**config.mk**
```make
export PLATFORM = sky130hd
export DESIGN_NAME = servo_pwm_decoder
export DESIGN_NICKNAME = d
export VERILOG_FILES = /design/src/rtl/servo_pwm_decoder.sv
export SDC_FILE = /design/constraint.sdc
export NUM_CORES = 1
export LEC_CHECK = 0
export CORE_ASPECT_RATIO = 0.6
export CORE_MARGIN = 4
export CORE_UTILIZATION = 57
export CTS_CLUSTER_SIZE = 40
export DETAILED_ROUTE_END_ITERATION = 8
export DONT_BUFFER_PORTS = 1
export PLACE_DENSITY_LB_ADDON = 0.15
export SETUP_SLACK_MARGIN = 0.5
export SKIP_LAST_GASP = 1
export SLEW_MARGIN = 20
export SYNTH_ARGS = -nofsm -noshare
export SYNTH_HDL_FRONTEND = slang
export SYNTH_SLANG_ARGS = --single-unit
```
**constraint.sdc**
```tcl
create_clock -name clk -period 1.9 [get_ports clk]
set_input_delay 0.095 -clock clk [delete_from_list [all_inputs] [get_ports clk]]
set_output_delay 0.095 -clock clk [all_outputs]
set_load 0.05 [all_outputs]
```
**src/rtl/servo_pwm_decoder.sv**
```systemverilog
// Servo PWM receiver: measures the high time of an RC-servo pulse and recovers an
// 8-bit position, with strobes for malformed pulses and a loss-of-signal level.
module servo_pwm_decoder #(
    parameter int CLK_FREQUENCY = 12000000,
    parameter int MIN_PULSE_US  = 1000,
    parameter int MAX_PULSE_US  = 2000,
    parameter int TIMEOUT_US    = 25000
) (
    input  logic       clk,
    input  logic       rst,
    input  logic       pwm_in,
    output logic [7:0] pos,
    output logic       pos_valid,
    output logic       pulse_err,
    output logic       signal_lost
);

    localparam int CYC_PER_US = CLK_FREQUENCY / 1000000;
    localparam int MIN_CYC    = MIN_PULSE_US * CYC_PER_US;
    localparam int MAX_CYC    = MAX_PULSE_US * CYC_PER_US;
    localparam int STEP_RAW   = (MAX_CYC - MIN_CYC) / 256;
    localparam int STEP_CYC   = (STEP_RAW < 1) ? 1 : STEP_RAW;
    localparam int SHORT_CYC  = MIN_CYC / 2;
    localparam int LONG_CYC   = MAX_CYC + MIN_CYC / 2;
    localparam int TO_CYC     = TIMEOUT_US * CYC_PER_US;

    localparam int CNT_MAX = (TO_CYC > LONG_CYC + 1) ? TO_CYC : LONG_CYC + 1;
    localparam int CNT_W   = $clog2(CNT_MAX + 1);
    localparam int STEP_W  = $clog2(STEP_CYC + 1);

    localparam logic [CNT_W-1:0]  MIN_C     = CNT_W'(MIN_CYC);
    localparam logic [CNT_W-1:0]  SHORT_C   = CNT_W'(SHORT_CYC);
    localparam logic [CNT_W-1:0]  LONG_C    = CNT_W'(LONG_CYC);
    localparam logic [CNT_W-1:0]  TO_C      = CNT_W'(TO_CYC);
    localparam logic [CNT_W-1:0]  TO_M1_C   = CNT_W'(TO_CYC - 1);
    localparam logic [STEP_W-1:0] STEP_LAST = STEP_W'(STEP_CYC - 1);

    localparam logic [1:0] ST_WAIT_LOW  = 2'd0;
    localparam logic [1:0] ST_WAIT_RISE = 2'd1;
    localparam logic [1:0] ST_HIGH      = 2'd2;

    logic              sync1_q, s_q, s_prev_q;
    logic [1:0]        sync_vld_q;
    logic [1:0]        state_q, state_d;
    logic [CNT_W-1:0]  w_q, w_d, p_q, p_d;
    logic [STEP_W-1:0] step_q, step_d;
    logic [7:0]        acc_q, acc_d, pos_q, pos_d;
    logic              pos_valid_q, pos_valid_d;
    logic              pulse_err_q, pulse_err_d;
    logic              lost_q, lost_d;
    logic              rise;

    assign rise = s_q & ~s_prev_q;

    always_comb begin
        // NOTE: every combinational output gets a default first so no latch is inferred.
        state_d     = state_q;
        w_d         = w_q;
        p_d         = p_q;
        step_d      = step_q;
        acc_d       = acc_q;
        pos_d       = pos_q;
        pos_valid_d = 1'b0;
        pulse_err_d = 1'b0;
        lost_d      = lost_q;

        // Period watchdog runs in every state; a rise restarts it.
        if (rise) begin
            p_d = '0;
        end else if (p_q != TO_C) begin
            p_d = p_q + 1'b1;
            if (p_q == TO_M1_C) lost_d = 1'b1;
        end

        case (state_q)
            ST_WAIT_LOW: begin
                // Synchronizer output is meaningless until it has refilled after reset.
                if (!s_q && sync_vld_q[1]) state_d = ST_WAIT_RISE;
            end
            ST_WAIT_RISE: begin
                if (rise) begin
                    w_d     = CNT_W'(1);
                    step_d  = '0;
                    acc_d   = '0;
                    state_d = ST_HIGH;
                end
            end
            ST_HIGH: begin
                if (s_q) begin
                    w_d = w_q + 1'b1;
                    if (w_q == LONG_C) begin
                        pulse_err_d = 1'b1;
                        state_d     = ST_WAIT_LOW;
                    end else if (w_q >= MIN_C) begin
                        if (step_q == STEP_LAST) begin
                            step_d = '0;
                            if (acc_q != 8'hFF) acc_d = acc_q + 1'b1;
                        end else begin
                            step_d = step_q + 1'b1;
                        end
                    end
                end else begin
                    // Written after the watchdog so a completing pulse beats a timeout.
                    if (w_q < SHORT_C) begin
                        pulse_err_d = 1'b1;
                    end else begin
                        pos_d       = acc_q;
                        pos_valid_d = 1'b1;
                        lost_d      = 1'b0;
                    end
                    state_d = ST_WAIT_RISE;
                end
            end
            default: state_d = ST_WAIT_LOW;
        endcase
    end

    // NOTE: sequential state is updated with non-blocking assignments only.
    always_ff @(posedge clk or posedge rst) begin
        if (rst) begin
            sync1_q     <= 1'b0;
            s_q         <= 1'b0;
            s_prev_q    <= 1'b0;
            sync_vld_q  <= 2'b00;
            state_q     <= ST_WAIT_LOW;
            w_q         <= '0;
            p_q         <= '0;
            step_q      <= '0;
            acc_q       <= '0;
            pos_q       <= '0;
            pos_valid_q <= 1'b0;
            pulse_err_q <= 1'b0;
            lost_q      <= 1'b1;
        end else begin
            sync1_q     <= pwm_in;
            s_q         <= sync1_q;
            s_prev_q    <= s_q;
            sync_vld_q  <= {sync_vld_q[0], 1'b1};
            state_q     <= state_d;
            w_q         <= w_d;
            p_q         <= p_d;
            step_q      <= step_d;
            acc_q       <= acc_d;
            pos_q       <= pos_d;
            pos_valid_q <= pos_valid_d;
            pulse_err_q <= pulse_err_d;
            lost_q      <= lost_d;
        end
    end

    assign pos         = pos_q;
    assign pos_valid   = pos_valid_q;
    assign pulse_err   = pulse_err_q;
    assign signal_lost = lost_q;

endmodule

```
==> flow_metrics.env, run 1 <==
export IMPL_status="complete, but fails checks"
export IMPL_failed_checks="design-rule violations, negative setup slack"
export IMPL_slew_violations=0
export IMPL_crit_cells=8
export IMPL_p_comb_share_pct=14.9
export IMPL_p_switching_uw=978
export IMPL_root_buffer="clkbuf_8"
export IMPL_wl_per_cell_um=22.2
export IMPL_drive_gt1_share_pct=44.4
export IMPL_syn_inst=356
export IMPL_finalHoldViolations=0
export IMPL_numPortBuffers=0
export IMPL_r2r_start="w_q[0]$_DFFE_PP0P_"
export IMPL_cp_data_arrival_time_ns=2.44
export IMPL_ant_nets=0
export IMPL_period_share_pct=114
export IMPL_ys_async_sr_fraction_pct=100
export IMPL_die_area_mm2=0.00761
export IMPL_io_pins=14
export IMPL_pre_cts_ws_ns=-0.0679
export IMPL_cts_tree="yes"
export IMPL_drc=1
export IMPL_syn_num_nets=366
export IMPL_synthFlopType="dfrtp_1"
export IMPL_clock_skew_ns=0.0200
export IMPL_fp_dieH_um=69.2
export IMPL_fmax_mhz=461
export IMPL_slowest_stage="or4_1"
export IMPL_grt_max_degree=34
export IMPL_ys_seq_area_share_pct=49.3
export IMPL_dr_pass1_iters=7
export IMPL_cts_sinks=70
export IMPL_startpoint_type="flip-flop"
export IMPL_leakagePower_nw=2.28
export IMPL_start_util_pct=61.2
export IMPL_grt_use_total_pct=25.2
export IMPL_worstRegToRegCells=8
export IMPL_min_period_ns=2.17
export IMPL_clock_power_share_pct=39.6
export IMPL_clk_pin_slew_ns=0.09
export IMPL_hpwl_um=5720
export IMPL_grt_busiest_layer="met1"
export IMPL_vias=3337
export IMPL_use_met3_pct=6.70
export IMPL_drv_cap=0
export IMPL_hold_class="input pin to async pin"
export IMPL_gr_usage_met1_pct=36.8
export IMPL_setup_tns_ns=-2.01
export IMPL_die_w_um=110
export IMPL_routabilityCongestion=0.924
export IMPL_critPathMaxStageDelay_ns=0.47
export IMPL_cp_max_fo=7
export IMPL_crit_chain="inv_1 > ha_2 > nor4b_2 > and3_4 > a21oi_4 > o211ai_4 > or4_1 > a21oi_1"
export IMPL_netlist_area_mm2=0.00356
export IMPL_ys_warn_count=0
export IMPL_grt_pass1_wl_um=14900
export IMPL_cts_inserted_buffers=9
export IMPL_setup_viol=22
export IMPL_first_iter_violations=375
export IMPL_cp_end_kind="flip-flop"
export IMPL_setup_ws_ns=-0.269
export IMPL_max_slew_margin_pct=66.4
export IMPL_crit_buf_inv=1
export IMPL_rsz0062_at_grt="true"
export IMPL_routed_wl_um=11500
export IMPL_worst_skew_pair_late_latency_ns=0.36
export IMPL_diodes=0
export IMPL_grt_pass1_vias=3049
export IMPL_r2r_end="acc_q[7]$_DFFE_PP0P_"
export IMPL_critPathKind="flip-flop to flip-flop"
export IMPL_fin_nets=446
export IMPL_ir_drop_v=0.000637
export IMPL_syn_to_final_growth_pct=41.3
export IMPL_synth_edf_count=0
export IMPL_p_seq_share_pct=45.5
export IMPL_ys_types=60
export IMPL_reg2reg_slack_ns=-0.27
export IMPL_rows=21
export IMPL_grtUsageMet2_pct=35.7
export IMPL_p_sw_share_pct=27.2
export IMPL_crit_family="simple AND/OR/NAND/NOR gates"
export IMPL_core_area_mm2=0.00581
export IMPL_antenna_found_initial=0
export IMPL_gr_total_overflow=0
export IMPL_syn_mean_instance_area_um2=9.99
export IMPL_power_density_mw_per_mm2=715
export IMPL_viasPerCell=6.40
export IMPL_p_int_mw=2.62
export IMPL_tightest_slew_ns=0.504
export IMPL_synth_seq_cells=70
export IMPL_critPathRequiredTime_ns=2.17
export IMPL_clockBufferDepth=2
export IMPL_htreeDepth=3
==> cells in the final DEF, fill, tap and decap left out, types with 9 or more instances in the layout <==
cell      netlist  layout
a21oi_1        13       9
buf_4           0      59
buf_6           2      17
clkbuf_8        3      11
dfrtp_1        69      60
dfrtp_2         0       9
nand2_1        34      26
nand3_1        22      15
nand4_1        11      11
nor2_1         39      36
xor2_1         22      20
==> timing repair <==
action | 4_1_cts | 5_1_grt
endpoints found under the setup margin | 56 | 59
cloned | 2 | 0
hold buffers | 2 | 0
buffers inserted | 23 | 15
gates resized for setup | 46 | 57
hold endpoints to repair | 52 | 0
pin swaps | 37 | 39
==> power by group through the flow <==
stage | sequential (mW) | clock, mW | combinational (mW)
floorplan | 1.63 | 0 | 0.221
CTS | 1.62 | 1.41 | 0.352
detailed placement | 1.64 | 0 | 0.297
finish | 1.64 | 1.42 | 0.534
global route | 1.64 | 1.50 | 0.567
global placement | 1.63 | 0 | 0.285
==> metal layers <==
metal	wire length, um	up-vias
met3	1100	59
met1	4590	1631
li1	-	1419
met5	0	-
met2	5360	228
met4	498	0
==> worst reg2reg max path: stages, from the launching register on <==
cell,delay (ns)
dfrtp_1,0.38
inv_1,0.07
ha_2,0.18
nor4b_2,0.15
and3_4,0.19
a21oi_4,0.27
o211ai_4,0.15
or4_1,0.47
a21oi_1,0.23
==> per-stage QoR <==
step | cell area [um2] | hold slack (ns) | util [%] | power, mW | std cells
global placement | 4040 | 0.00586 | 69.6 | 1.92 | 463
global route | 5030 | 0.265 | 86.6 | 3.71 | 521
finish | 5030 | 0.238 | 86.6 | 3.59 | 521
detailed placement | 4040 | 0.00936 | 69.6 | 1.94 | 463
floorplan | 3740 | 0.126 | - | 1.85 | 356
CTS | 4660 | 0.250 | 80.3 | 3.38 | 506
==> cells in the mapped netlist, drive strengths merged (2+ instances only) <==
master	number	area share, %
a21o	2	0.42
a21oi	14	2.1
a221oi	2	0.67
a31oi	3	0.53
and2	5	0.91
and3	8	1.4
buf	6	1.2
clkbuf	6	1.6
dfrtp	69	49
ha	7	2.5
inv	10	1.1
mux2	8	2.5
nand2	34	3.6
nand2b	5	0.88
nand3	23	3.4
nand4	12	2.5
nor2	41	4.5
nor2b	4	0.70
nor3	14	2.0
nor4	3	0.53
o21a	2	0.42
o21ai	14	2.2
o31ai	2	0.42
o41ai	3	0.74
or2	3	0.53
or3	8	1.4
or4	4	0.95
xnor2	6	1.5
xor2	22	5.4
==> cell type report <==
class / count / area (um2)
Timing Repair Buffer: 80 / 694
Tap cell: 80 / 100
Multi-Input combinational cell: 265 / 2190
Fill cell: 235 / 781
Inverter: 10 / 41.3
Sequential cell: 70 / 1760
Clock inverter: 4 / 77.6
Clock buffer: 12 / 155
==> kinds of logic after synthesis <==
group / synth area share, %
XOR/XNOR: 6.90
buffers and inverters: 3.80
multiplexers: 2.53
other: 0.105
flip-flops: 49.3
adder cells (fa/ha/maj): 2.46
AND/OR/NAND/NOR: 25.7
AO/OA/AOI/OAI: 9.25
==> worst max-delay path by stage <==
stage                                end  slack, ns           startpoint
floorplan             pos[0]$_DFFE_PP0P_       0.02  w_q[18]$_DFFE_PP0P_
global placement    acc_q[4]$_DFFE_PP0P_      -0.02  w_q[18]$_DFFE_PP0P_
detailed placement  acc_q[4]$_DFFE_PP0P_      -0.07  w_q[18]$_DFFE_PP0P_
CTS                 acc_q[7]$_DFFE_PP0P_      -0.05  w_q[14]$_DFFE_PP0P_
global route        acc_q[7]$_DFFE_PP0P_      -0.31   w_q[0]$_DFFE_PP0P_
finish              acc_q[7]$_DFFE_PP0P_      -0.27   w_q[0]$_DFFE_PP0P_
==> sequential cells by signal (all words and copies together) (netlist names) <==
register	flops
step_q	6
pulse_err	1
s_q	1
w_q	19
pos	8
state_q	2
sync_vld_q	2
acc_q	8
signal_lost	1
pos_valid	1
s_prev_q	1
sync1_q	1
p_q	19
(Power assumes the default switching activity.)
==> run 2, diff against run 1 <==
--- a/config.mk
+++ b/config.mk
@@ -12,6 +12,7 @@
 export DETAILED_ROUTE_END_ITERATION = 8
 export DONT_BUFFER_PORTS = 1
 export PLACE_DENSITY_LB_ADDON = 0.15
+export RECOVER_POWER = 25
 export SETUP_SLACK_MARGIN = 0.5
 export SKIP_LAST_GASP = 1
 export SLEW_MARGIN = 20
==> run 2 against run 1 <==
  * The flow still finishes with violations (design-rule violations, negative setup slack)
  * Via count down 0.81%
  * Clock power about the same
  * Sequential power about the same
  * Largest cell class unchanged
  * Highest routed layer unchanged
==> flow_metrics.env, run 2 (synthesized netlist as in run 1, its figures left out) <==
export IMPL_viasPerCell=6.35
export IMPL_io_pins=14
export IMPL_htreeDepth=3
export IMPL_fin_nets=446
export IMPL_wl_per_cell_um=22.3
export IMPL_dpl_cell_area_mm2=0.00404
export IMPL_drive_gt1_share_pct=44.2
export IMPL_reg2reg_slack_ns=-0.28
export IMPL_r2r_end="acc_q[7]$_DFFE_PP0P_"
export IMPL_routabilityCongestion=0.924
export IMPL_gr_total_overflow=0
export IMPL_grt_use_total_pct=25.2
export IMPL_die_area_mm2=0.00761
export IMPL_hpwl_um=5720
export IMPL_hold_class="input pin to flip-flop"
export IMPL_syn_to_final_growth_pct=40.8
export IMPL_rows=21
export IMPL_leakagePower_nw=2.28
export IMPL_cts_sinks=70
export IMPL_cp_max_fo=7
export IMPL_design_area_mm2=0.00501
export IMPL_clk_pin_slew_ns=0.08
export IMPL_first_iter_violations=350
export IMPL_startpoint_type="flip-flop"
export IMPL_cp_end_kind="flip-flop"
export IMPL_p_switching_uw=973
export IMPL_vias=3310
export IMPL_start_util_pct=61.2
export IMPL_grt_pass1_vias=3049
export IMPL_root_buffer="clkbuf_8"
export IMPL_fmax_mhz=459
export IMPL_critPathRequiredTime_ns=2.17
export IMPL_crit_start="w_q[0]$_DFFE_PP0P_"
export IMPL_clock_skew_ns=0.0143
export IMPL_die_w_um=110
export IMPL_drc=1
export IMPL_ir_drop_v=0.000637
export IMPL_r2r_start="w_q[0]$_DFFE_PP0P_"
export IMPL_antenna_found_initial=0
export IMPL_numPortBuffers=0
export IMPL_routed_wl_um=11600
export IMPL_diodes=0
export IMPL_finalHoldViolations=0
export IMPL_setup_ws_ns=-0.280
export IMPL_final_cell_mix="61 x dfrtp_1, 59 x buf_4, 36 x nor2_1"
export IMPL_grt_busiest_layer="met1"
export IMPL_cp_endpoint="acc_q[7]$_DFFE_PP0P_"
export IMPL_cp_data_arrival_time_ns=2.45
export IMPL_worstRegToRegCells=8
export IMPL_status="complete, but fails checks"
export IMPL_dr_pass1_iters=7
export IMPL_critPathKind="flip-flop to flip-flop"
export IMPL_clock_power_share_pct=39.6
export IMPL_p_seq_share_pct=45.6
export IMPL_layout_cells_most_common="dfrtp_1"
export IMPL_grt_max_degree=34
export IMPL_rsz0062_at_grt="true"
export IMPL_use_met3_pct=6.70
export IMPL_p_comb_share_pct=14.7
export IMPL_period_share_pct=115
export IMPL_min_period_ns=2.18
export IMPL_power_density_mw_per_mm2=716
export IMPL_slowest_stage="or4_1"
export IMPL_slew_violations=0
export IMPL_p_int_mw=2.61
export IMPL_tightest_slew_ns=0.940
export IMPL_core_area_mm2=0.00581
export IMPL_failed_checks="design-rule violations, negative setup slack"
export IMPL_design_power_total_mw=3.59
export IMPL_worst_skew_pair_late_latency_ns=0.36
export IMPL_grtUsageMet2_pct=35.7
export IMPL_setup_viol=22
export IMPL_fp_dieH_um=69.2
export IMPL_grt_pass1_wl_um=14900
export IMPL_critPathMaxStageDelay_ns=0.47
export IMPL_cts_inserted_buffers=9
export IMPL_cts_tree="yes"
export IMPL_clockBufferDepth=2
export IMPL_p_sw_share_pct=27.1
export IMPL_reg_top3="p_q x19, w_q x19"
export IMPL_max_slew_margin_pct=37.0
export IMPL_crit_chain="inv_1 > ha_2 > nor4b_2 > and3_4 > a21oi_4 > o211ai_4 > or4_1 > a21oi_1"
export IMPL_gr_usage_met1_pct=36.8
export IMPL_drv_cap=0
export IMPL_ant_nets=0
==> run 2: changes by cell type in the layout (fill, tap and decap cells not counted), sizes merged <==
cell,before,now
buf,78,77
clkbuf,12,13
==> run 2: stage by stage <==
stage / std cells / utilization, % / TNS, ns / hold WS (ns) / setup slack [ns]
3_3_place_gp: 463 / 69.6 / -0.0173 / 0.00586 / -0.0173
2_1_floorplan: 356 / - / 0 / 0.126 / 0.0250
3_5_place_dp: 463 / 69.6 / -0.202 / 0.00936 / -0.0679
5_1_grt: 521 / 86.2 / -3.18 / 0.306 / -0.314
6_report: 521 / 86.2 / -2.07 / 0.299 / -0.280
4_1_cts: 506 / 80.3 / -0.278 / 0.250 / -0.0541
==> run 2: worst min path at each step <==
| stage | start | end | slack [ns] | depth (start not counted) |
|---|---|---|---|---|
| after floorplan | pwm_in | sync1_q$_DFF_PP0_ | 0.13 | 0 |
| after global placement | rst | p_q[6]$_DFFE_PP0P_ | 0.006 | 1 |
| after detailed placement | rst | p_q[6]$_DFFE_PP0P_ | 0.009 | 1 |
| after CTS | rst | p_q[6]$_DFFE_PP0P_ | 0.25 | 2 |
| after global routing | pwm_in | sync1_q$_DFF_PP0_ | 0.31 | 1 |
| final | pwm_in | sync1_q$_DFF_PP0_ | 0.30 | 1 |
==> run 2: repair_timing <==
| item | 4_1_cts | 5_1_grt |
|---|---|---|
| setup endpoints to repair | 56 | 59 |
| gates resized for setup | 46 | 57 |
| hold buffers | 2 | 0 |
| pin swaps | 37 | 39 |
| setup buffers | 23 | 15 |
| cloned | 2 | 0 |
| hold endpoints to repair | 52 | 0 |
==> run 2: cell type report <==
class	count	area [um2]
multi-input combinational	265	2190
sequential	70	1760
fill	239	800
timing repair buffer	80	679
clock buffer	12	155
tap	80	100
clock inverter	4	77.6
inverter	10	38.8
==> run 2: metal layers <==
layer | up-vias | routed length (um) | share of wire [%]
li1 | 1420 | - | -
met3 | 49 | 1030 | 8.9
met1 | 1642 | 4660 | 40
met5 | - | 0 | 0
met4 | 0 | 438 | 3.8
met2 | 199 | 5470 | 47
==> run 2: power groups by stage <==
stage | sequential [mW] | clock (mW) | combinational (mW)
after floorplan | 1.63 | 0 | 0.221
after global placement | 1.63 | 0 | 0.285
after detailed placement | 1.64 | 0 | 0.297
after CTS | 1.62 | 1.41 | 0.352
after global routing | 1.64 | 1.50 | 0.562
final | 1.64 | 1.42 | 0.528
==> run 2: critical path: cells and delay by family (launching register included) <==
family,cells,cell delay (ns)
AND/OR/NAND/NOR,3,0.81
AO/OA/AOI/OAI,3,0.65
flip-flops,1,0.38
adder cells (fa/ha/maj),1,0.18
buffers and inverters,1,0.07
==> run 3, diff against run 2 <==
--- a/config.mk
+++ b/config.mk
@@ -5,12 +5,14 @@
 export SDC_FILE = /design/constraint.sdc
 export NUM_CORES = 1
 export LEC_CHECK = 0
+export ABC_AREA = 1
 export CORE_ASPECT_RATIO = 0.6
 export CORE_MARGIN = 4
 export CORE_UTILIZATION = 57
 export CTS_CLUSTER_SIZE = 40
 export DETAILED_ROUTE_END_ITERATION = 8
 export DONT_BUFFER_PORTS = 1
+export GPL_ROUTABILITY_DRIVEN = 0
 export PLACE_DENSITY_LB_ADDON = 0.15
 export RECOVER_POWER = 25
 export SETUP_SLACK_MARGIN = 0.5
==> run 3 against run 2 <==
  * The flow now finishes without violations
  * Non-clock buffer count fell by 2
  * Maximum frequency rose by 22%
  * Largest power group unchanged
  * Via count rose by 35%
  * Cell count rose by 35%
  * Synthesized cell count rose by 48%
  * Register-to-register slack improved by 0.39 ns
  * Combinational power rose by 140%
==> flow_metrics.env, run 3 <==
export IMPL_status="complete, no violations"
export IMPL_clockBufferDepth=2
export IMPL_r2r_start="w_q[0]$_DFFE_PP0P_"
export IMPL_grt_max_degree=41
export IMPL_hpwl_um=7030
export IMPL_dr_pass1_iters=9
export IMPL_netlist_area_mm2=0.00393
export IMPL_ys_seq_area_share_pct=44.6
export IMPL_fmax_mhz=560
export IMPL_min_period_ns=1.79
export IMPL_synth_edf_count=0
export IMPL_syn_inst=526
export IMPL_final_cell_mix="113 x nand2_1, 62 x buf_4, 54 x dfrtp_1"
export IMPL_yosysTopAreaCell="dfrtp_1"
export IMPL_synth_area_leaders="dfrtp_1 44%, nand2_1 13%, nor2_1 7.4%"
export IMPL_finalHoldViolations=0
export IMPL_setup_tns_ns=0
export IMPL_netlist_top_cells_count="138 x nand2_1, 77 x nor2_1, 69 x dfrtp_1, 51 x inv_1, 41 x nand3_1"
export IMPL_power_density_mw_per_mm2=836
export IMPL_drive_gt1_share_pct=39.6
export IMPL_crit_start="w_q[0]$_DFFE_PP0P_"
export IMPL_die_w_um=115
export IMPL_drc=0
export IMPL_rows=23
export IMPL_grt_use_total_pct=28.9
export IMPL_critPathRequiredTime_ns=2.14
export IMPL_wl_per_cell_um=20.2
export IMPL_drv_cap=0
export IMPL_ys_warn_count=0
export IMPL_cp_end_kind="flip-flop"
export IMPL_syn_num_nets=536
export IMPL_synthDominantCellAreaShare_pct=43.9
export IMPL_viasPerCell=6.38
export IMPL_syn_mean_instance_area_um2=7.47
export IMPL_numPortBuffers=0
export IMPL_cp_max_fo=3
export IMPL_die_area_mm2=0.00833
export IMPL_clock_skew_ns=0.00813
export IMPL_cts_inserted_buffers=9
export IMPL_period_share_pct=94.0
export IMPL_startpoint_type="flip-flop"
export IMPL_hold_class="input pin to async pin"
export IMPL_slew_violations=0
export IMPL_fp_dieH_um=72.3
export IMPL_synth_seq_cells=70
export IMPL_core_area_mm2=0.00668
export IMPL_rsz0062_at_grt="true"
export IMPL_max_slew_margin_pct=57.4
export IMPL_tightest_slew_ns=0.636
export IMPL_fin_nets=621
export IMPL_first_iter_violations=691
export IMPL_grt_pass1_vias=3633
export IMPL_utilization_pct=84.0
export IMPL_critPathKind="flip-flop to flip-flop"
export IMPL_ys_types=38
export IMPL_cts_tree="yes"
export IMPL_setup_viol=0
export IMPL_gr_total_overflow=0
export IMPL_n_fill_cell=318
export IMPL_syn_to_final_growth_pct=42.7
export IMPL_cp_data_arrival_time_ns=2.03
export IMPL_leakagePower_nw=2.52
export IMPL_worst_skew_pair_late_latency_ns=0.34
export IMPL_grt_pass1_wl_um=18500
export IMPL_root_buffer="clkbuf_16"
export IMPL_vias=4482
export IMPL_cts_sinks=70
export IMPL_diodes=0
export IMPL_ir_drop_v=0.000793
export IMPL_synthFlopType="dfrtp_1"
export IMPL_ant_nets=0
export IMPL_reg_top3="p_q x19, w_q x19"
export IMPL_htreeDepth=3
export IMPL_io_pins=14
export IMPL_ys_async_sr_fraction_pct=100
export IMPL_clk_pin_slew_ns=0.06
export IMPL_layout_cells_most_common="nand2_1"
export IMPL_routed_wl_um=14200
export IMPL_antenna_found_initial=0
export IMPL_synth_most_common_cell="nand2_1"
export IMPL_start_util_pct=58.9
==> run 3: cell types whose count changed after synthesis, moves of 5 or more <==
| cell | previous run | this run |
|---|---|---|
| inv_1 | 10 | 51 |
| mux2_1 | 8 | 0 |
| and3_1 | 7 | 1 |
| nand2_1 | 34 | 138 |
| o21ai_0 | 7 | 12 |
| inv_2 | 0 | 8 |
| or3_1 | 8 | 0 |
| a21oi_1 | 13 | 19 |
| nor2_1 | 39 | 77 |
| xor2_1 | 22 | 12 |
| o21ai_1 | 5 | 13 |
| nand2b_1 | 5 | 0 |
| nor3_1 | 14 | 22 |
| nand3_1 | 22 | 41 |
==> run 3: worst paths after layout <==
check                           cells past startpoint             endpoint  slack, ns
worst max-delay path                                9   w_q[0]$_DFFE_PP0P_       0.11
worst min-delay path                                2   w_q[6]$_DFFE_PP0P_       0.26
worst max register to register                      9   w_q[0]$_DFFE_PP0P_       0.11
worst min register to register                      0        s_q$_DFF_PP0_       0.36
max in group asynchronous                           3  w_q[18]$_DFFE_PP0P_       0.96
min in group clk                                    1    sync1_q$_DFF_PP0_       0.31
==> run 3: repair_timing <==
item,CTS,global route
gates resized for setup,54,138
setup buffers,34,36
hold endpoints to repair,70,0
pin swaps,30,45
hold buffers,2,0
gates cloned,1,1
setup endpoints to repair,54,57
==> run 3: stage by stage <==
stage / area (um2) / hold slack (ns) / power (mW) / setup slack, ns / instances
detailed placement: 4080 / -0.0545 / 2.24 / 0.234 / 613
finish: 5610 / 0.259 / 4.69 / 0.114 / 703
CTS: 4860 / 0.204 / 4.25 / 0.325 / 666
global route: 5610 / 0.309 / 4.84 / 0.0995 / 703
global placement: 4080 / -0.0539 / 2.23 / 0.232 / 613
floorplan: 3940 / 0.126 / 2.09 / 0.456 / 526
==> run 3: metal layers <==
metal	part of all wire, %	vias up	wire (um)	track usage (%)
met2	43	412	6110	38.8
met5	0	-	0	0
met4	5.1	0	725	10.4
met1	38	2080	5450	42.9
li1	-	1876	-	-
met3	13	114	1910	10.3
==> run 3: critical path: stages (launching register included) <==
cell and delay (ns):
dfrtp_1 0.45, inv_2 0.12, buf_4 0.15, buf_6 0.10, buf_4 0.12, buf_4 0.13, buf_4 0.13, buf_4 0.12
buf_4 0.14, a21oi_1 0.23
==> run 3: cell type report <==
| class | count | area (um2) | share of cell area [%] |
|---|---|---|---|
| inverters | 61 | 260 | 4.64 |
| clock inverters | 3 | 42.5 | 0.758 |
| flip-flops and latches | 70 | 1770 | 31.6 |
| multi-input cells | 391 | 2520 | 45.0 |
| repair buffers | 78 | 644 | 11.5 |
| clock buffers | 13 | 260 | 4.64 |
| well taps | 87 | 109 | 1.94 |
==> run 3: cell families (layout without fill, tap and decap cells) <==
kind of cell | Yosys count | after routing | synth area share, %
compound gates | 52 | 52 | 7.07
xor+xnor | 14 | 14 | 3.12
fa+ha+maj | 7 | 7 | 2.23
buf+inv | 67 | 155 | 6.68
flops | 70 | 70 | 44.6
other cells | 1 | 1 | 0.0954
simple gates | 315 | 317 | 36.2
==> run 3: report_power, final <==
part	leakage [nW]	internal (mW)	switching [mW]	total, mW
Combinational	1.45	0.541	0.711	1.25
Clock	0.146	1.09	0.628	1.71
Sequential	0.926	1.58	0.143	1.73
Total	2.52	3.21	1.48	4.69
